`config.mk`:
```
export PLATFORM = sky130hd
export DESIGN_NAME = riscv_core_me_wb_pipe_reg
export DESIGN_NICKNAME = d
export VERILOG_FILES = /design/src/rtl/riscv_core_me_wb_pipe_reg.sv
export SDC_FILE = /design/constraint.sdc
export NUM_CORES = 1
export LEC_CHECK = 0
export ABC_AREA = 1
export CORE_AREA = 4 4 104 204
export CTS_CLUSTER_SIZE = 16
export DETAILED_ROUTE_END_ITERATION = 10
export DIE_AREA = 0 0 108 208
export GPL_ROUTABILITY_DRIVEN = 0
export GPL_TIMING_DRIVEN = 0
export PLACE_DENSITY = 0.85
export SETUP_SLACK_MARGIN = 0.05
export SLEW_MARGIN = 5
export SYNTH_ARGS = -nofsm -noshare
export SYNTH_HDL_FRONTEND = slang
export SYNTH_SLANG_ARGS = --single-unit
```
`constraint.sdc`:
```
create_clock -name CLK -period 2.2 [get_ports CLK]
set_clock_uncertainty 0.2 [all_clocks]
set_input_delay 0.33 -clock CLK [delete_from_list [all_inputs] [get_ports CLK]]
set_output_delay 0.33 -clock CLK [all_outputs]
set_load 0.1 [all_outputs]
```
`src/rtl/riscv_core_me_wb_pipe_reg.sv`:
```
// ME->WB pipeline register with valid/ready handshake, 2-entry skid buffer,
// synchronous flush and optional x0-write suppression.
module riscv_core_me_wb_pipe_reg #(
    parameter int unsigned XLEN        = 32,
    parameter int unsigned RD_W        = 5,
    parameter int unsigned SEL_W       = 2,
    parameter bit          X0_SUPPRESS = 1'b1
) (
    input  logic             CLK,
    input  logic             RST,
    input  logic             ACT,
    input  logic             in_valid,
    output logic             in_ready,
    input  logic [XLEN-1:0]  in_alu,
    input  logic [XLEN-1:0]  in_memdat,
    input  logic [XLEN-1:0]  in_pc,
    input  logic [RD_W-1:0]  in_rd,
    input  logic             in_regwrite,
    input  logic [SEL_W-1:0] in_rfwt_sel,
    input  logic             flush,
    output logic             out_valid,
    input  logic             out_ready,
    output logic [XLEN-1:0]  out_alu,
    output logic [XLEN-1:0]  out_memdat,
    output logic [XLEN-1:0]  out_pc,
    output logic [RD_W-1:0]  out_rd,
    output logic             out_regwrite,
    output logic [SEL_W-1:0] out_rfwt_sel,
    output logic [1:0]       occupancy
);

    typedef struct packed {
        logic [XLEN-1:0]  alu;
        logic [XLEN-1:0]  memdat;
        logic [XLEN-1:0]  pc;
        logic [RD_W-1:0]  rd;
        logic             regwrite;
        logic [SEL_W-1:0] rfwt_sel;
    } bundle_t;

    bundle_t main_q, skid_q, in_b;
    logic    main_v, skid_v;
    logic    main_v_nxt, skid_v_nxt;
    logic    ld_main_in, ld_main_skid, ld_skid;
    logic    acc, rel;

    always_comb begin
        in_b.alu      = in_alu;
        in_b.memdat   = in_memdat;
        in_b.pc       = in_pc;
        in_b.rd       = in_rd;
        in_b.regwrite = in_regwrite & ~(X0_SUPPRESS && (in_rd == '0));
        in_b.rfwt_sel = in_rfwt_sel;
    end

    // in_ready depends on held state only, so out_ready never reaches it combinationally
    assign in_ready = ~skid_v;
    assign acc      = ACT & in_valid & in_ready & ~flush;
    assign rel      = main_v & out_ready;

    always_comb begin
        main_v_nxt   = main_v;
        skid_v_nxt   = skid_v;
        ld_main_in   = 1'b0;
        ld_main_skid = 1'b0;
        ld_skid      = 1'b0;
        if (flush) begin
            main_v_nxt = 1'b0;
            skid_v_nxt = 1'b0;
        end else if (!main_v) begin
            if (acc) begin
                main_v_nxt = 1'b1;
                ld_main_in = 1'b1;
            end
        end else if (rel) begin
            // skid entry is older than any new input, so it advances first
            if (skid_v) begin
                ld_main_skid = 1'b1;
                skid_v_nxt   = 1'b0;
            end else if (acc) begin
                ld_main_in = 1'b1;
            end else begin
                main_v_nxt = 1'b0;
            end
        end else if (acc) begin
            ld_skid    = 1'b1;
            skid_v_nxt = 1'b1;
        end
    end

    always_ff @(posedge CLK or negedge RST) begin
        if (!RST) begin
            main_v <= 1'b0;
            skid_v <= 1'b0;
            main_q <= '0;
            skid_q <= '0;
        end else begin
            main_v <= main_v_nxt;
            skid_v <= skid_v_nxt;
            if (ld_main_in) begin
                main_q <= in_b;
            end else if (ld_main_skid) begin
                main_q <= skid_q;
            end
            if (ld_skid) begin
                skid_q <= in_b;
            end
        end
    end

    always_comb begin
        out_valid    = main_v;
        out_alu      = main_q.alu;
        out_memdat   = main_q.memdat;
        out_pc       = main_q.pc;
        out_rd       = main_q.rd;
        out_regwrite = main_v & main_q.regwrite;
        out_rfwt_sel = main_q.rfwt_sel;
        occupancy    = {1'b0, main_v} + {1'b0, skid_v};
    end

endmodule

```
# --- Word level (Yosys, flattened, before mapping) ---
# Cells that the tools add are included.
totals:
  regBits: 210
  output_inout_bits: 108
  elab_cells: 51
  input_bits: 110
op_classes:
  mux: 22
  n_reduce_logical: 5
  bitwise_logic: 9
  add_sub_neg: 1
op_table:
  columns: ["op", "count"]
  rows:
  - ["$mux 104", 2]
  - ["$mux 1", 20]
  - ["$and 1x1->1", 6]
  - ["$logic_not 5->1", 1]
  - ["$reduce_bool 2->1", 2]
  - ["$not 1->1", 3]
  - ["$reduce_bool 3->1", 1]
  - ["$add 1x1->2", 1]
  - ["$reduce_and 2->1", 1]

# --- Logic depth before layout (Yosys ltp) ---
logic_depth:
  ltp_word: 9
  depth_mapped: 9
  depth_no_buf: 7

# --- Least setup slack after synthesis ---
# No wires, ideal clock.
synth_timing:
  kind: "reg2out"
  start: "reg main_v, in the netlist out_valid"
  end: "out occupancy[1]"
  setup_slack_ns: -0.223
  stages_incl_launch_ff: 2
  arrival_ns: 1.893
  required_ns: 1.670
  n_path_buf: 0
  path_cell_list: "dfrtp_1 > ha_1"
synth_via:
  elab_chain_len: 1
synth_lines:
  columns: ["item", "line", "source"]
  rows:
  - ["start, declared", "42", "logic main_v, skid_v;"]
  - ["start signal, assigned", "98", "main_v <= main_v_nxt;"]
  - ["$add 1x1->2", "119", "occupancy = {1'b0, main_v} + {1'b0, skid_v};"]
  - ["end, declared", "29", "output logic [1:0] occupancy"]
# Every way passes these cells.

# --- Worst setup path in the final report ---
layout_timing:
  start: "reg main_v, in the netlist out_valid"
  end: "out occupancy[0]"
# Same word-level chain as after synthesis.

==> metrics.txt <==
Net Count, Synth=1257; nets@finish=1497; Row Count=73; Hold EP=skid_q[94]$_DFFE_PN0P_; root buffer cell=clkbuf_16; DR pass1 iterations=5; status=finished clean; fraction of registers with async set or reset after synthesis=100%; CP delay by family, top=flip-flops; DP HPWL=20.0 mm; Core Area=19800 um^2; synthesized area per cell=8.62 um^2; worst-path maximum fanout=6; Routed Antenna Nets=0; CTS tree=built; Critical path buffers and inverters=1; peak supply drop=0.800 mV; worst slack at placement=-0.237 ns; Post-CTS Setup Bufs=0; Clock Sink Count=210; Hold Path Stages=3; top_reg_cell synth=dfrtp_1; initial antenna violation count=0; hold_sp=in_alu[22]; drt total wl=27.0 mm; first-pass GRT wire length=44.1 mm; Port Buf Inserts=217; area of the die=22500 um^2; layout cells sized above 1=21.2%; Worst EP required=1.67 ns; Synth area leader=dfrtp_1; r2r setup slk=0.26 ns; crit path cell chain=ha_2 -> buf_4; Crit. End Element=primary output; width of the chip=108 um; DRT iter0 DRCs=434; final setup margin=0.0930 ns; fmax=475 MHz; Min Hold Slack=0.221 ns; Synth top area share=53.2%; P per Cell Area=1020 nW/um^2; largest net degree at the start of global routing=113; Chip Height=208 um; sequential area share after synthesis=53.2%; Clock Latency Late Sink=0.48 ns; Max-cap violations=0; leakage power=6.50 nW; CP max stage delay=0.46 ns; Hold Path Class=primary input to flop; worst reg2reg path startpoint=skid_v$_DFFE_PN0P_; Final Max Slew Viols=0; r2r worst-path depth=6; average routed wire per standard cell=16.3 um; buffer depth of the longest clock path=3; GRT Overall Usage=24.3%; Area contributors post-synth=dfrtp_1 (53%), nand3_1 (16%), buf_4 (9.0%); synth warn=0; EDFF count, synth=0; final worst-path cycle share=95.8%; RSZ-0062 raised after global routing=no; Starting Density=49.8%; #FFs+latches synth=210; antenna diode count=0; Final min period=2.11 ns; DR vias/cell=5.21; # setup viols final=0; Reg clk slew, reported paths=0.07 ns; Synth Cell Area=9880 um^2; Worst path slowest cell=dfrtp_2; Slew @ Worst Pin=0.765 ns; Final Hold Fails=0; critical path type=flop to primary output; Arr. time, crit path=1.58 ns; vias in the first global route=9052; Slew headroom=49.0%; via count=8642; htree depth=1; CP startpoint kind=flop; Cells after Synth=1146; total gr overflow=0; P&R area growth vs syn=33.2%; Ports=218; Netlist cell types=19; Reg-to-Reg End=out_memdat[14]$_DFFE_PN0P_; Post-route DRC=0; # fillers=1574; Inserted Clock Buffers=19
-- cells in the final DEF (no fill, tap or decap) --
| cell type | n |
|---|---|
| inv_2 | 4 |
| clkdlybuf4s50_1 | 108 |
| clkinv_2 | 3 |
| clkbuf_8 | 4 |
| ha_2 | 1 |
| buf_16 | 1 |
| nor2_2 | 2 |
| buf_6 | 12 |
| buf_4 | 119 |
| nand3_1 | 313 |
| inv_1 | 105 |
| o21ai_1 | 29 |
| bufinv_16 | 2 |
| nand2_2 | 1 |
| clkdlybuf4s15_2 | 104 |
| o21ai_0 | 75 |
| nand3_2 | 1 |
| buf_8 | 1 |
| clkbuf_16 | 19 |
| buf_1 | 2 |
| nor2_1 | 2 |
| nor2_4 | 1 |
| nand2_1 | 220 |
| o211ai_1 | 1 |
| clkbuf_1 | 36 |
| buf_2 | 21 |
| dlygate4sd3_1 | 1 |
| dfrtp_1 | 209 |
| dfrtp_2 | 1 |
-- worst max path at each step --
| stage | cells past startpoint | slack, ns | start | to |
|---|---|---|---|---|
| floorplan | 2 | 0.27 | out_valid$_DFF_PN0_ | out_regwrite |
| global placement | 1 | -8.69 | RST | out_valid$_DFF_PN0_ |
| detailed placement | 2 | -0.24 | out_valid$_DFF_PN0_ | occupancy[0] |
| CTS | 2 | -0.05 | out_valid$_DFF_PN0_ | occupancy[0] |
| global route | 2 | 0.05 | out_valid$_DFF_PN0_ | occupancy[0] |
| finish | 2 | 0.09 | out_valid$_DFF_PN0_ | occupancy[0] |
-- layer usage --
| metal | routed length, um | GRT usage (%) | vias to the layer above | share of wire (%) |
|---|---|---|---|---|
| li1 | - | - | 4097 | - |
| met1 | 9490 | 26.2 | 4133 | 35 |
| met2 | 14800 | 45.0 | 329 | 55 |
| met3 | 1400 | 3.35 | 83 | 5.2 |
| met4 | 1350 | 12.1 | 0 | 5.0 |
| met5 | 0 | 0 | - | 0 |
-- kinds of logic (layout without fill, tap and decap cells) --
kind of cell	count (synthesis)	count (layout)	synth area share [%]
simple gates	540	540	24.7
buf+inv	290	542	16.6
flops	210	210	53.2
compound gates	105	105	5.34
fa+ha+maj	1	1	0.127
-- registers in the layout, indices dropped and copies added, names as in the netlist --
name and cells:
out_alu 32, out_pc 32, skid_q 104, skid_v 1, out_rfwt_sel 2, out_valid 1
main_q 1, out_memdat 32, out_rd 5
-- layout make-up --
| cell class | count | area [um^2] | share of cell area, % |
|---|---|---|---|
| Timing Repair Buffer | 219 | 2330 | 17.7 |
| Clock buffer | 28 | 549 | 4.17 |
| Inverter | 109 | 409 | 3.11 |
| Tap cell | 262 | 328 | 2.49 |
| Multi-Input combinational cell | 646 | 2980 | 22.7 |
| Sequential cell | 210 | 5260 | 39.9 |
| Buffer | 181 | 1230 | 9.38 |
| Clock inverter | 5 | 75.1 | 0.570 |
-- stage by stage --
step / setup TNS (ns) / utilization, % / cells / area (um^2) / total power, mW
after floorplan: 0 / - / 1146 / 9880 / 8.90
after global placement: -1668.69 / 62.5 / 1625 / 12400 / 10.1
after global routing: 0 / 66.4 / 1660 / 13200 / 13.9
after detailed placement: -6.01 / 62.6 / 1626 / 12400 / 10.2
after CTS: -0.0540 / 66.4 / 1660 / 13200 / 13.5
final: 0 / 66.4 / 1660 / 13200 / 13.4
-- synthesized netlist by cell type (2+ instances only) --
| master | count |
|---|---|
| o21ai_0 | 75 |
| buf_4 | 118 |
| o21ai_1 | 29 |
| buf_6 | 12 |
| buf_2 | 18 |
| inv_1 | 105 |
| nand3_1 | 313 |
| nor2_1 | 2 |
| buf_1 | 2 |
| dfrtp_1 | 210 |
| inv_2 | 4 |
| clkbuf_1 | 31 |
| nand2_1 | 220 |
| nor2_2 | 2 |
-- what timing repair did --
action	4_1_cts	5_1_grt
endpoints found under the hold margin	98	0
gates resized for setup	330	4
hold buffers	1	0
endpoints found under the setup margin	108	2
-- report_power, final --
group	switching (mW)	internal, mW
sequential	0.400	4.54
clock	1.38	1.96
combinational	3.66	1.45
total	5.44	7.96
-- worst reg2reg max path: stages (launching register included) --
cell and delay (ns):
dfrtp_1 0.44, nor2_2 0.19, nand3_1 0.29, buf_4 0.30
buf_2 0.22, nand3_1 0.10, nand3_1 0.08
Power figures use the tool's default switching activity.
